===== config.mk =====
export PLATFORM = sky130hd
export DESIGN_NAME = hdmi_video_sequencer
export DESIGN_NICKNAME = d
export VERILOG_FILES = /design/src/rtl/hdmi_video_sequencer_pkg.sv /design/src/rtl/hdmi_video_sequencer_video_timing_counter.sv /design/src/rtl/hdmi_video_sequencer.sv
export SDC_FILE = /design/constraint.sdc
export NUM_CORES = 1
export LEC_CHECK = 0
export CORE_ASPECT_RATIO = 1.5
export CORE_MARGIN = 2
export CORE_UTILIZATION = 56
export CTS_BUF_LIST = sky130_fd_sc_hd__clkbuf_8
export DETAILED_ROUTE_END_ITERATION = 8
export PLACE_DENSITY = 0.82
export RECOVER_POWER = 100
export SLEW_MARGIN = 30
export SYNTH_ARGS = -nofsm -noshare
export SYNTH_HDL_FRONTEND = slang
export SYNTH_SLANG_ARGS = --single-unit

===== constraint.sdc =====
create_clock -name pixclk -period 2.4 [get_ports pixclk]
set_input_delay 0.24 -clock pixclk [delete_from_list [all_inputs] [get_ports pixclk]]
set_output_delay 0.24 -clock pixclk [all_outputs]
set_load 0.01 [all_outputs]

===== src/rtl/hdmi_video_sequencer_pkg.sv =====
// hdmi_pkg: shared link-period types, sequencer states and TMDS code constants
package hdmi_pkg;
  typedef enum logic [1:0] {CONTROL = 2'd0, PREAMBLE = 2'd1, GUARD = 2'd2, VIDEO = 2'd3} mode_e;
  typedef enum logic [1:0] {IDLE = 2'd0, RUN = 2'd1, DRAIN = 2'd2} seq_state_e;
  localparam logic [3:0] CTL_VIDEO_PREAMBLE = 4'b0001;
  localparam logic [9:0] VGB_LANE0 = 10'b1011001100;
  localparam logic [9:0] VGB_LANE1 = 10'b0100110011;
  localparam logic [9:0] VGB_LANE2 = 10'b1011001100;
  localparam logic [9:0] CTRL_CODE_00 = 10'b1101010100;
  localparam logic [9:0] CTRL_CODE_01 = 10'b0010101011;
  localparam logic [9:0] CTRL_CODE_10 = 10'b0101010100;
  localparam logic [9:0] CTRL_CODE_11 = 10'b1010101011;
  function automatic logic [9:0] ctrl_code(input logic [1:0] cd);
    return cd == 2'b00 ? CTRL_CODE_00 : cd == 2'b01 ? CTRL_CODE_01 : cd == 2'b10 ? CTRL_CODE_10 : CTRL_CODE_11;
  endfunction
endpackage


===== src/rtl/hdmi_video_sequencer_video_timing_counter.sv =====
// video_timing_counter: raster position counters with wrap, idle hold and end-of-frame flag
module video_timing_counter #(
  parameter int H_TOTAL = 800,
  parameter int V_TOTAL = 525
) (
  input  logic        clk,
  input  logic        rst_n,
  input  logic        run,
  output logic [11:0] cx,
  output logic [11:0] cy,
  output logic [11:0] nx,
  output logic [11:0] ny,
  output logic        eof
);
  localparam logic [11:0] H_LAST = 12'(H_TOTAL - 1);
  localparam logic [11:0] V_LAST = 12'(V_TOTAL - 1);
  logic eol;
  // next raster position, wrapping at the end of each line and frame
  always_comb begin
    eol = cx == H_LAST;
    eof = eol && cy == V_LAST;
    nx = eol ? 12'd0 : cx + 12'd1;
    ny = eol ? (cy == V_LAST ? 12'd0 : cy + 12'd1) : cy;
  end
  // advance while running, park at the frame origin otherwise
  always_ff @(posedge clk or negedge rst_n)
    if (!rst_n) begin
      cx <= 12'd0;
      cy <= 12'd0;
    end else begin
      cx <= run ? nx : 12'd0;
      cy <= run ? ny : 12'd0;
    end
endmodule


===== src/rtl/hdmi_video_sequencer.sv =====
// hdmi_video_sequencer: raster timing and TMDS link-period sequencing; define HDMI_VIDEO_GUARD_EN for preamble/guard periods
module hdmi_video_sequencer
  import hdmi_pkg::*;
#(
  parameter int H_ACTIVE = 640,
  parameter int H_FP     = 16,
  parameter int H_SYNC   = 96,
  parameter int H_BP     = 48,
  parameter int V_ACTIVE = 480,
  parameter int V_FP     = 10,
  parameter int V_SYNC   = 2,
  parameter int V_BP     = 33,
  parameter bit SYNC_POL = 1'b1
) (
  input  logic        pixclk,
  input  logic        pixrst_n,
  input  logic        enable,
  output logic [11:0] x,
  output logic [11:0] y,
  output logic        pix_req,
  output logic        de,
  output logic        hsync,
  output logic        vsync,
  output logic [1:0]  mode,
  output logic [3:0]  ctl,
  output logic        line_start,
  output logic        frame_start
);
  localparam int H_TOTAL = H_ACTIVE + H_FP + H_SYNC + H_BP;
  localparam int V_TOTAL = V_ACTIVE + V_FP + V_SYNC + V_BP;
  localparam logic [11:0] HA    = 12'(H_ACTIVE);
  localparam logic [11:0] VA    = 12'(V_ACTIVE);
  localparam logic [11:0] HS_LO = 12'(H_ACTIVE + H_FP);
  localparam logic [11:0] HS_HI = 12'(H_ACTIVE + H_FP + H_SYNC - 1);
  localparam logic [11:0] VS_LO = 12'(V_ACTIVE + V_FP);
  localparam logic [11:0] VS_HI = 12'(V_ACTIVE + V_FP + V_SYNC - 1);
`ifdef HDMI_VIDEO_GUARD_EN
  localparam logic [11:0] VA_M1  = 12'(V_ACTIVE - 1);
  localparam logic [11:0] VT_M1  = 12'(V_TOTAL - 1);
  localparam logic [11:0] PRE_LO = 12'(H_TOTAL - 10);
  localparam logic [11:0] PRE_HI = 12'(H_TOTAL - 3);
  localparam logic [11:0] GRD_LO = 12'(H_TOTAL - 2);
  if (H_BP + H_SYNC + H_FP < 10 || H_BP < 10) begin : g_porch_check
    $error("hdmi_video_sequencer: blanking too short for preamble and guard band");
  end
  logic nla, pre, grd;
`endif
  if (H_TOTAL > 4096 || V_TOTAL > 4096) begin : g_size_check
    $error("hdmi_video_sequencer: H_TOTAL and V_TOTAL must not exceed 4096");
  end
  seq_state_e state, state_d;
  logic run, eof, de_c, hs_c, vs_c, nde_c, pix_req_c;
  logic [11:0] cx, cy, nx, ny;
  mode_e mode_c;
  logic [3:0] ctl_c;
  assign run = state != IDLE;
  video_timing_counter #(.H_TOTAL(H_TOTAL), .V_TOTAL(V_TOTAL)) u_counter (
    .clk(pixclk), .rst_n(pixrst_n), .run(run),
    .cx(cx), .cy(cy), .nx(nx), .ny(ny), .eof(eof)
  );
  // sequencer state register
  always_ff @(posedge pixclk or negedge pixrst_n)
    if (!pixrst_n) state <= IDLE;
    else state <= state_d;
  // start on enable, finish the frame when enable drops, resume seamlessly on re-enable
  always_comb begin
    state_d = state == IDLE ? (enable ? RUN : IDLE)
            : enable ? RUN
            : (state == DRAIN && eof) ? IDLE : DRAIN;
  end
  // decode the current raster position into link-period outputs
  always_comb begin
    de_c = cx < HA && cy < VA;
    hs_c = cx >= HS_LO && cx <= HS_HI;
    vs_c = cy >= VS_LO && cy <= VS_HI;
    nde_c = nx < HA && ny < VA;
    pix_req_c = nde_c && !(state == DRAIN && eof && !enable);
`ifdef HDMI_VIDEO_GUARD_EN
    nla = cy < VA_M1 || cy == VT_M1;
    pre = nla && cx >= PRE_LO && cx <= PRE_HI;
    grd = nla && cx >= GRD_LO;
    mode_c = de_c ? VIDEO : pre ? PREAMBLE : grd ? GUARD : CONTROL;
    ctl_c = pre ? CTL_VIDEO_PREAMBLE : 4'd0;
`else
    mode_c = de_c ? VIDEO : CONTROL;
    ctl_c = 4'd0;
`endif
  end
  // register outputs; idle presents the same quiescent values as reset
  always_ff @(posedge pixclk or negedge pixrst_n)
    if (!pixrst_n) begin
      x <= 12'd0;
      y <= 12'd0;
      pix_req <= 1'b0;
      de <= 1'b0;
      hsync <= ~SYNC_POL;
      vsync <= ~SYNC_POL;
      mode <= CONTROL;
      ctl <= 4'd0;
      line_start <= 1'b0;
      frame_start <= 1'b0;
    end else begin
      x <= run ? cx : 12'd0;
      y <= run ? cy : 12'd0;
      pix_req <= run && pix_req_c;
      de <= run && de_c;
      hsync <= (run && hs_c) ? SYNC_POL : ~SYNC_POL;
      vsync <= (run && vs_c) ? SYNC_POL : ~SYNC_POL;
      mode <= run ? mode_c : CONTROL;
      ctl <= run ? ctl_c : 4'd0;
      line_start <= run && cx == 12'd0;
      frame_start <= run && cx == 12'd0 && cy == 12'd0;
    end
endmodule

==> flow_summary.toml, run 1 <==
[worst_setup_path]
worstSetupEndpoint = "pix_req"
cp-start-kind = "flip-flop"
reg2reg_from = "u_counter.cx[0]"
setup.worst_path.end_class = "flip-flop"
arrival_ns = 2.49
slowest_delay_ns = 0.47
crit_slowest_cell = "or4b_1"
critPathKind = "flip-flop to flip-flop"
r2r-end = "pix_req"
worstPathCellList = "ha_2, and4_4, nand4_4, nor4_4, xnor2_1, or4b_1, nor3_2"
cp_max_fo = 7
r2r_slack_ns = 0.16
crit_start = "u_counter.cx[0]"
r2r_cells = 7
cp_data_required_time_ns = 2.64

[clocking]
cts_buffer_depth = 2
cts.htree.levels = 2
cts_buffers = 5
cts_root_buf = "clkbuf_8"
post_cts_buffers = 0
clk_pin_slew_ns = 0.10
cts_tree = "yes"
worst_skew_pair.late_latency_ns = 0.31
cts.sinks = 56

[global_routing]
grt_max_degree = 57
grt_pass1_wl_um = 8870
antenna_found_initial = 0
grt.overflow.total = 0
grt.total_usage_pct = 22.8
grt_pass1_vias = 1958

[drt]
drt-total-wl_um = 5160
drt-initial-drc-count = 101
wl_per_cell_um = 15.3
vias = 1930
drc = 0
drtAntennaViolNets = 0
vias_per_cell = 5.73
drt_pass1_iterations = 4

[power_and_ir_drop]
p_sw_w = 0.000429
fin_total_pwr_w = 0.00180
ir_drop_mv = 0.508
p_per_area_nw_per_um2 = 587
p_leak_nw = 1.42
power.share.clock_pct = 33.4
seqPwrFrac_pct = 56.7
p_int_w = 0.00137
combPwrFrac_pct = 9.9
p_sw_share_pct = 23.8

[placement]
dpl_cell_area_um2 = 2950
hpwlAfterDp_um = 3780
dp_cells = 329
gp_congestion = 0.946
portBuffers = 34

[timing]
fin_setup_tns_ns = 0
clock_skew_ns = 0.00834
max_freq_mhz = 446
hold_violations = 0
finalMaxSlewViolations = 0
setup_viol = 0
relSlewSlack_pct = 13.4
tightestPinTransition_ns = 1.30
period_needed_ns = 2.24
post-route-period-util_pct = 93.4

[synth]
synth-edff-count = 0
synth_top_area_cell = "dfrtp_1"
yosysTopAreaCellShare_pct = 53.6
syn_inst = 260
syn_area_um2 = 2610
synth_seq_area_share_pct = 53.6
synth_area_per_cell_um2 = 10.0
ys.flop_type = "dfrtp_1"
synth-seq-cells = 56
synth_cell_type_count = 45
yosys_warnings = 0
ys_top_cells_by_area = "dfrtp_1 (54%), nor2_1 (5.7%), xnor2_1 (5.0%), and2_1 (4.5%), nand2_1 (2.4%)"
synth_async_sr_flop_share_pct = 100

[layout]
drive_above_1_share_pct = 8.30
diodes = 0
finalNonFillerCells = 337
area_growth_pct = 17.5
fillerInstances = 350
nNetsFinal = 295
fin_area_um2 = 3070

[run_status]
status = "finished clean"

[floorplan]
design.core.area_um2 = 4500
rows = 30
die_w_um = 59.8
pin_count = 39
initial_core_util_pct = 58.0
dieArea_um2 = 5240
die_h_um = 87.7

[run]
drv_cap = 0

[hold_path]
min_path_type = "input port to async pin"
## through the flow
step	utilization, %	hold WS, ns	worst slack [ns]
6_report	68.1	0.287	0.157
5_1_grt	68.1	0.431	-0.00501
4_1_cts	67.9	0.0594	0.0995
3_5_place_dp	65.4	0.400	0.126
3_3_place_gp	65.4	0.396	0.197
2_1_floorplan	-	-0.0556	0.274
## cell usage in the layout, fill, tap and decap left out, types with 2 or more instances in the layout
cell	count
a21oi_1	3
a31oi_1	5
and2_0	8
and2_1	11
and3_1	2
buf_4	2
clkbuf_8	5
conb_1	4
dfrtp_1	56
dlygate4sd3_1	32
ha_1	3
inv_1	9
nand2_1	17
nand3_1	11
nand4_1	5
nor2_1	40
nor2b_1	2
nor3_1	8
nor4_1	3
nor4_4	2
o21ai_1	5
o31ai_1	5
or2_1	2
or2_2	3
or3_1	2
xnor2_1	15
xor2_1	4
## critical path, delay by kind of cell, from the launching register on
family	cells	cell delay (ns)
flops	1	0.43
xor+xnor	1	0.16
simple gates	5	1.35
fa+ha+maj	1	0.24
## flip-flops by register name (all words and copies together) (netlist names)
register and count:
pix_req 1, line_start 1, hsync 1, u_counter.cy 12
x 12, state 2, u_counter.cx 12, y 12
mode 1, frame_start 1, vsync 1
## kinds of logic (layout without fill, tap and decap cells)
family                   count (synthesis)  count (layout)  synth area share (%)
AO/OA/AOI/OAI                           25              25                  6.27
XOR/XNOR                                19              19                  6.37
adder cells (fa/ha/maj)                  4               4                  1.92
other                                    1               4                 0.144
flip-flops                              56              56                  53.6
buffers and inverters                   29              55                  5.22
AND/OR/NAND/NOR                        126             126                  26.4
## timing repair
action,in CTS,in global routing
hold endpoints to repair,0,0
hold buffers,0,0
resized for setup,0,3
setup endpoints to repair,0,1
## cell type report
class	count	area (um^2)	share of cell area [%]
Timing Repair Buffer	38	359	11.7
Clock buffer	5	68.8	2.24
Tap cell	48	60.1	1.96
Multi-Input combinational cell	178	1100	36.0
Inverter	9	33.8	1.10
Clock inverter	3	42.5	1.39
Sequential cell	56	1400	45.7
## how the worst min path moves through the flow
stage / start / endpoint / slack, ns / depth (start not counted)
after global routing: pixrst_n / u_counter.cy[3] / 0.43 / 2
final: pixrst_n / u_counter.cy[0] / 0.29 / 2
after detailed placement: pixrst_n / u_counter.cy[0] / 0.40 / 2
after global placement: pixrst_n / y[2] / 0.40 / 2
after floorplan: pixrst_n / frame_start / -0.06 / 0
after CTS: pixrst_n / x[9] / 0.06 / 2
## synthesized netlist by cell type (all sizes together) (6+ instances only)
| master | number |
|---|---|
| nor2 | 40 |
| nand2 | 17 |
| dfrtp | 56 |
| xnor2 | 15 |
| nor4 | 6 |
| nand3 | 11 |
| buf | 10 |
| inv | 9 |
| o21ai | 6 |
| clkbuf | 10 |
| nor3 | 10 |
| and2 | 19 |
| nand4 | 6 |
## power by group through the flow
stage               registers (W)  logic, W  clock network (W)
CTS                       0.00102  0.000193           0.000613
global placement          0.00104  0.000194                  0
global route              0.00103  0.000202           0.000648
finish                    0.00102  0.000179           0.000601
detailed placement        0.00104  0.000193                  0
floorplan                 0.00104  0.000100                  0
## metal layers
layer  global-route usage [%]  wire length, um
met4                     14.9              147
met3                     4.43              249
met2                     37.9             2830
met1                     26.0             1940
met5                        0                0
No activity file was read; power rests on OpenSTA's default activity.
==> run 2: changes to the inputs <==
--- a/config.mk
+++ b/config.mk
@@ -6,7 +6,7 @@
 export NUM_CORES = 1
 export LEC_CHECK = 0
 export CORE_ASPECT_RATIO = 1.5
-export CORE_MARGIN = 2
+export CORE_MARGIN = 3
 export CORE_UTILIZATION = 56
 export CTS_BUF_LIST = sky130_fd_sc_hd__clkbuf_8
 export DETAILED_ROUTE_END_ITERATION = 8
==> run 2 against run 1 <==
  * Worst hold slack worse by 0.0053 ns
  * Combinational power up 4%
  * Global-route usage down 0.83 points
  * Die area up 5.7%
  * Register-to-register slack worse by 0.09 ns
  * Sequential share of layout area up 0.34 points
  * Non-clock buffer count down 1
  * Utilization up 1.8 points
  * Fmax down 3.8%
  * Clock power down 3%
  * First-iteration DRC count down 8.9%
  * Critical path type unchanged
  * Critical endpoint unchanged
  * Largest cell class unchanged
  * Largest power group unchanged
==> flow_summary.toml, run 2 (synthesized netlist as in run 1, its figures left out) <==
[run_status]
status = "finished clean"

[timing]
clock_skew_ns = 0.00774
fin_setup_tns_ns = 0
post-route-period-util_pct = 97.2
relSlewSlack_pct = 14.4
tightestPinTransition_ns = 1.28
setup_viol = 0
period_needed_ns = 2.33
holdWs_ns = 0.281
hold_violations = 0
finalMaxSlewViolations = 0
max_freq_mhz = 429

[global_routing]
grt.total_usage_pct = 22.0
grt.busiest_layer = "met2"
grt_max_degree = 57
grtUsageMet2_pct = 39.0
use_met3_pct = 4.01
antenna_found_initial = 0
grt.overflow.total = 0
grt_pass1_wl_um = 8980
use_met1_pct = 24.5
grt_pass1_vias = 1945

[layout]
final_cell_mix = "dfrtp_1 (56), nor2_1 (40), dlygate4sd3_1 (33)"
area_growth_pct = 16.6
fillerInstances = 338
layout_commonest_cell = "dfrtp_1"
nNetsFinal = 294
diodes = 0
drive_above_1_share_pct = 7.29

[power_and_ir_drop]
p_int_w = 0.00137
p_sw_share_pct = 23.6
p_sw_w = 0.000424
combPwrFrac_pct = 10.4
p_per_area_nw_per_um2 = 589
p_leak_nw = 1.40
seqPwrFrac_pct = 57.1
power.share.clock_pct = 32.5
ir_drop_mv = 0.402

[clocking]
cts_buffer_depth = 2
cts.htree.levels = 2
cts.sinks = 56
cts_root_buf = "clkbuf_8"
cts_buffers = 5
cts_tree = "yes"
worst_skew_pair.late_latency_ns = 0.30
post_cts_buffers = 0
clk_pin_slew_ns = 0.09

[drt]
vias_per_cell = 5.75
drc = 0
drtAntennaViolNets = 0
vias = 1919
drt-total-wl_um = 5220
drt-initial-drc-count = 92
drt_pass1_iterations = 4
wl_per_cell_um = 15.6

[placement]
portBuffers = 34
hpwlAfterDp_um = 3920
gp_congestion = 0.890

[worst_setup_path]
setup.worst_path.end_class = "flip-flop"
cp_max_fo = 7
critPathKind = "flip-flop to flip-flop"
path_buf_inv = 0
critPathTopFamily = "simple AND/OR/NAND/NOR gates"
cp_data_required_time_ns = 2.63
slowest_delay_ns = 0.47
cp-start-kind = "flip-flop"
worstPathCellList = "ha_2, and4_4, nand4_4, nor4_2, xnor2_1, or4b_1, nor3_2"
arrival_ns = 2.56
crit_slowest_cell = "or4b_1"

[floorplan]
pin_count = 39
initial_core_util_pct = 60.0
dieArea_um2 = 5540
design.core.area_um2 = 4350
rows = 29
die_w_um = 61.8
die_h_um = 89.7

[hold_path]
min_path_type = "input port to async pin"

[run]
drv_cap = 0
## run 2: repair_timing
item,CTS,global route
resized for setup,0,2
setup endpoints to repair,0,1
hold buffers,0,0
## run 2: power by group through the flow
| stage | clock (W) | sequential, W | combinational, W |
|---|---|---|---|
| 2_1_floorplan | 0 | 0.00104 | 0.000100 |
| 3_3_place_gp | 0 | 0.00104 | 0.000195 |
| 3_5_place_dp | 0 | 0.00104 | 0.000201 |
| 4_1_cts | 0.000599 | 0.00103 | 0.000202 |
| 5_1_grt | 0.000642 | 0.00103 | 0.000205 |
| 6_report | 0.000583 | 0.00102 | 0.000187 |
## run 2: per-layer routing
| layer | share of wire [%] | vias up |
|---|---|---|
| met1 | 37 | 924 |
| met2 | 56 | 58 |
| met4 | 3.7 | 0 |
| met5 | 0 | - |
| met3 | 3.6 | 18 |
| li1 | - | 919 |
## run 2: area by class of cell
class	count	area (um^2)	share of cell area, %
Clock buffer	5	68.8	2.26
Clock inverter	3	38.8	1.27
Inverter	9	33.8	1.11
Multi-Input combinational cell	178	1090	35.9
Sequential cell	56	1400	46.0
Tap cell	46	57.6	1.89
Timing Repair Buffer	37	352	11.5
## run 2: stage by stage
stage | setup slack [ns] | utilization, % | total power, W | area (um^2) | instances
floorplan | 0.274 | - | 0.00114 | 2620 | 263
detailed placement | 0.101 | 67.4 | 0.00125 | 2940 | 326
finish | 0.0675 | 70.0 | 0.00179 | 3050 | 334
global placement | 0.198 | 67.4 | 0.00123 | 2940 | 326
CTS | 0.0774 | 69.9 | 0.00183 | 3040 | 334
global route | -0.0474 | 70.0 | 0.00188 | 3050 | 334
## run 2: final timing paths
kind	from	endpoint	slack (ns)	depth (start not counted)
min	pixrst_n	y[2]	0.28	2
max	u_counter.cx[0]	pix_req	0.07	7
max reg2reg	u_counter.cx[0]	pix_req	0.07	7
min reg2reg	u_counter.cy[0]	u_counter.cy[0]	0.53	1
min in group pixclk	u_counter.cy[0]	u_counter.cy[0]	0.53	1
max in group asynchronous	pixrst_n	x[8]	1.33	2
==> run 3: changes to the inputs <==
--- a/config.mk
+++ b/config.mk
@@ -6,7 +6,7 @@
 export NUM_CORES = 1
 export LEC_CHECK = 0
 export CORE_ASPECT_RATIO = 1.5
-export CORE_MARGIN = 3
+export CORE_MARGIN = 4
 export CORE_UTILIZATION = 56
 export CTS_BUF_LIST = sky130_fd_sc_hd__clkbuf_8
 export DETAILED_ROUTE_END_ITERATION = 8
==> run 3 against run 2 <==
  * Global-route usage down 2.1 points
  * Clock skew hardly changed
  * Count of clock-buffer cells in the layout rose by 2
  * Worst setup slack gained 0.036 ns
  * Non-clock buffer count grew 3
  * Sequential power about the same
  * Largest cell class unchanged
==> flow_summary.toml, run 3 (synthesized netlist as in run 1, its figures left out) <==
[worst_setup_path]
arrival_ns = 2.54
setup.worst_path.end_class = "flip-flop"
cp_data_required_time_ns = 2.64
cp-start-kind = "flip-flop"
critPathTopFamily = "simple AND/OR/NAND/NOR gates"
worstPathCellList = "ha_1, and4_4, nand4_4, nor4_2, xnor2_1, or4b_1, nor3_2"
path_buf_inv = 0
cp_max_fo = 7
critPathKind = "flip-flop to flip-flop"
slowest_delay_ns = 0.46
crit_slowest_cell = "or4b_1"

[layout]
final_cell_mix = "dfrtp_1 (56), nor2_1 (40), dlygate4sd3_1 (34)"
diodes = 0
drive_above_1_share_pct = 7.56
layout_commonest_cell = "dfrtp_1"
area_growth_pct = 18.8
nNetsFinal = 297
finalNonFillerCells = 339

[floorplan]
die_w_um = 63.8
pin_count = 39
design.core.area_um2 = 4500
rows = 30
initial_core_util_pct = 58.0
dieArea_um2 = 5840
die_h_um = 91.7

[clocking]
cts_buffer_depth = 2
clk_pin_slew_ns = 0.09
cts_root_buf = "clkbuf_8"
cts_buffers = 5
cts.sinks = 56
cts_tree = "yes"
cts.htree.levels = 2
worst_skew_pair.late_latency_ns = 0.31

[drt]
drt-initial-drc-count = 123
drt_pass1_iterations = 5
drt-total-wl_um = 5290
drc = 0
wl_per_cell_um = 15.6
drtAntennaViolNets = 0
vias_per_cell = 5.70
vias = 1933

[timing]
fin_setup_tns_ns = 0
hold_violations = 0
post-route-period-util_pct = 95.7
finalMaxSlewViolations = 0
setup_viol = 0
tightestPinTransition_ns = 1.48
relSlewSlack_pct = 1.63
period_needed_ns = 2.30
max_freq_mhz = 435
holdWs_ns = 0.516
clock_skew_ns = 0.00824

[power_and_ir_drop]
p_leak_nw = 1.42
fin_total_pwr_w = 0.00186
p_per_area_nw_per_um2 = 599
ir_drop_mv = 0.392

[global_routing]
grt_max_degree = 31
grt.total_usage_pct = 19.9
grt_pass1_wl_um = 8940
grt_pass1_vias = 1910
antenna_found_initial = 0
grt.overflow.total = 0

[hold_path]
min_path_type = "flip-flop to flip-flop"

[placement]
hpwlAfterDp_um = 4020
gp_congestion = 0.906
dp_cells = 330
portBuffers = 34

[run]
drv_cap = 0

[run_status]
status = "finished clean"
run 3: cell types whose count changed in the layout (fill, tap and decap cells not counted), sizes merged:
cell         before  now
buf               2    4
inv              10    9
clkinv            1    0
dlygate4sd3      33   34
clkbuf            7    9
run 3: final timing paths:
kind                                  from              end  slack, ns  depth (start not counted)
setup / recovery           u_counter.cx[0]          pix_req       0.10                          7
hold / removal             u_counter.cx[0]  u_counter.cx[0]       0.52                          1
setup reg to reg           u_counter.cx[0]          pix_req       0.10                          7
hold reg to reg            u_counter.cx[0]  u_counter.cx[0]       0.52                          1
max in group asynchronous         pixrst_n  u_counter.cx[9]       0.73                          2
min in group asynchronous         pixrst_n             x[4]       0.81                          2
run 3: stage by stage:
stage / utilization, % / setup WS (ns) / cell area (um^2)
final: 68.9 / 0.103 / 3100
after global routing: 68.9 / -0.00875 / 3100
after CTS: 68.9 / 0.0537 / 3100
after detailed placement: 65.9 / 0.111 / 2970
after global placement: 65.9 / 0.196 / 2970
after floorplan: - / 0.274 / 2620
run 3: timing repair:
action	4_1_cts	5_1_grt
hold endpoints to repair	26	0
hold buffers	1	0
buffers inserted	0	0
resized for setup	0	1
endpoints found under the setup margin	0	1
run 3: layout make-up:
cell class | count | area (um^2)
Clock buffer | 7 | 96.3
Clock inverter | 1 | 30.0
Fill cell | 344 | 1400
Inverter | 9 | 33.8
Multi-Input combinational cell | 178 | 1090
Sequential cell | 56 | 1400
Tap cell | 48 | 60.1
Timing Repair Buffer | 40 | 390
run 3: power by group:
group	total [W]	leakage [nW]	switching (W)	internal, W
logic	0.000184	0.591	0.000104	0.0000803
registers	0.00102	0.764	0.0000346	0.000986
clock network	0.000654	0.0645	0.000286	0.000368
total	0.00186	1.42	0.000425	0.00143
run 3: metal layers:
| layer | part of all wire (%) | track usage (%) | vias to the layer above |
|---|---|---|---|
| li1 | - | - | 918 |
| met1 | 37 | 21.6 | 922 |
| met2 | 55 | 35.5 | 81 |
| met3 | 4.7 | 4.04 | 12 |
| met4 | 2.8 | 10.6 | 0 |
| met5 | 0 | 0 | - |
run 3: worst register-to-register path, delay by kind of cell (launching register included):
family / cells / cell delay [ns]
flops: 1 / 0.41
fa+ha+maj: 1 / 0.25
simple gates: 5 / 1.39
xor+xnor: 1 / 0.18
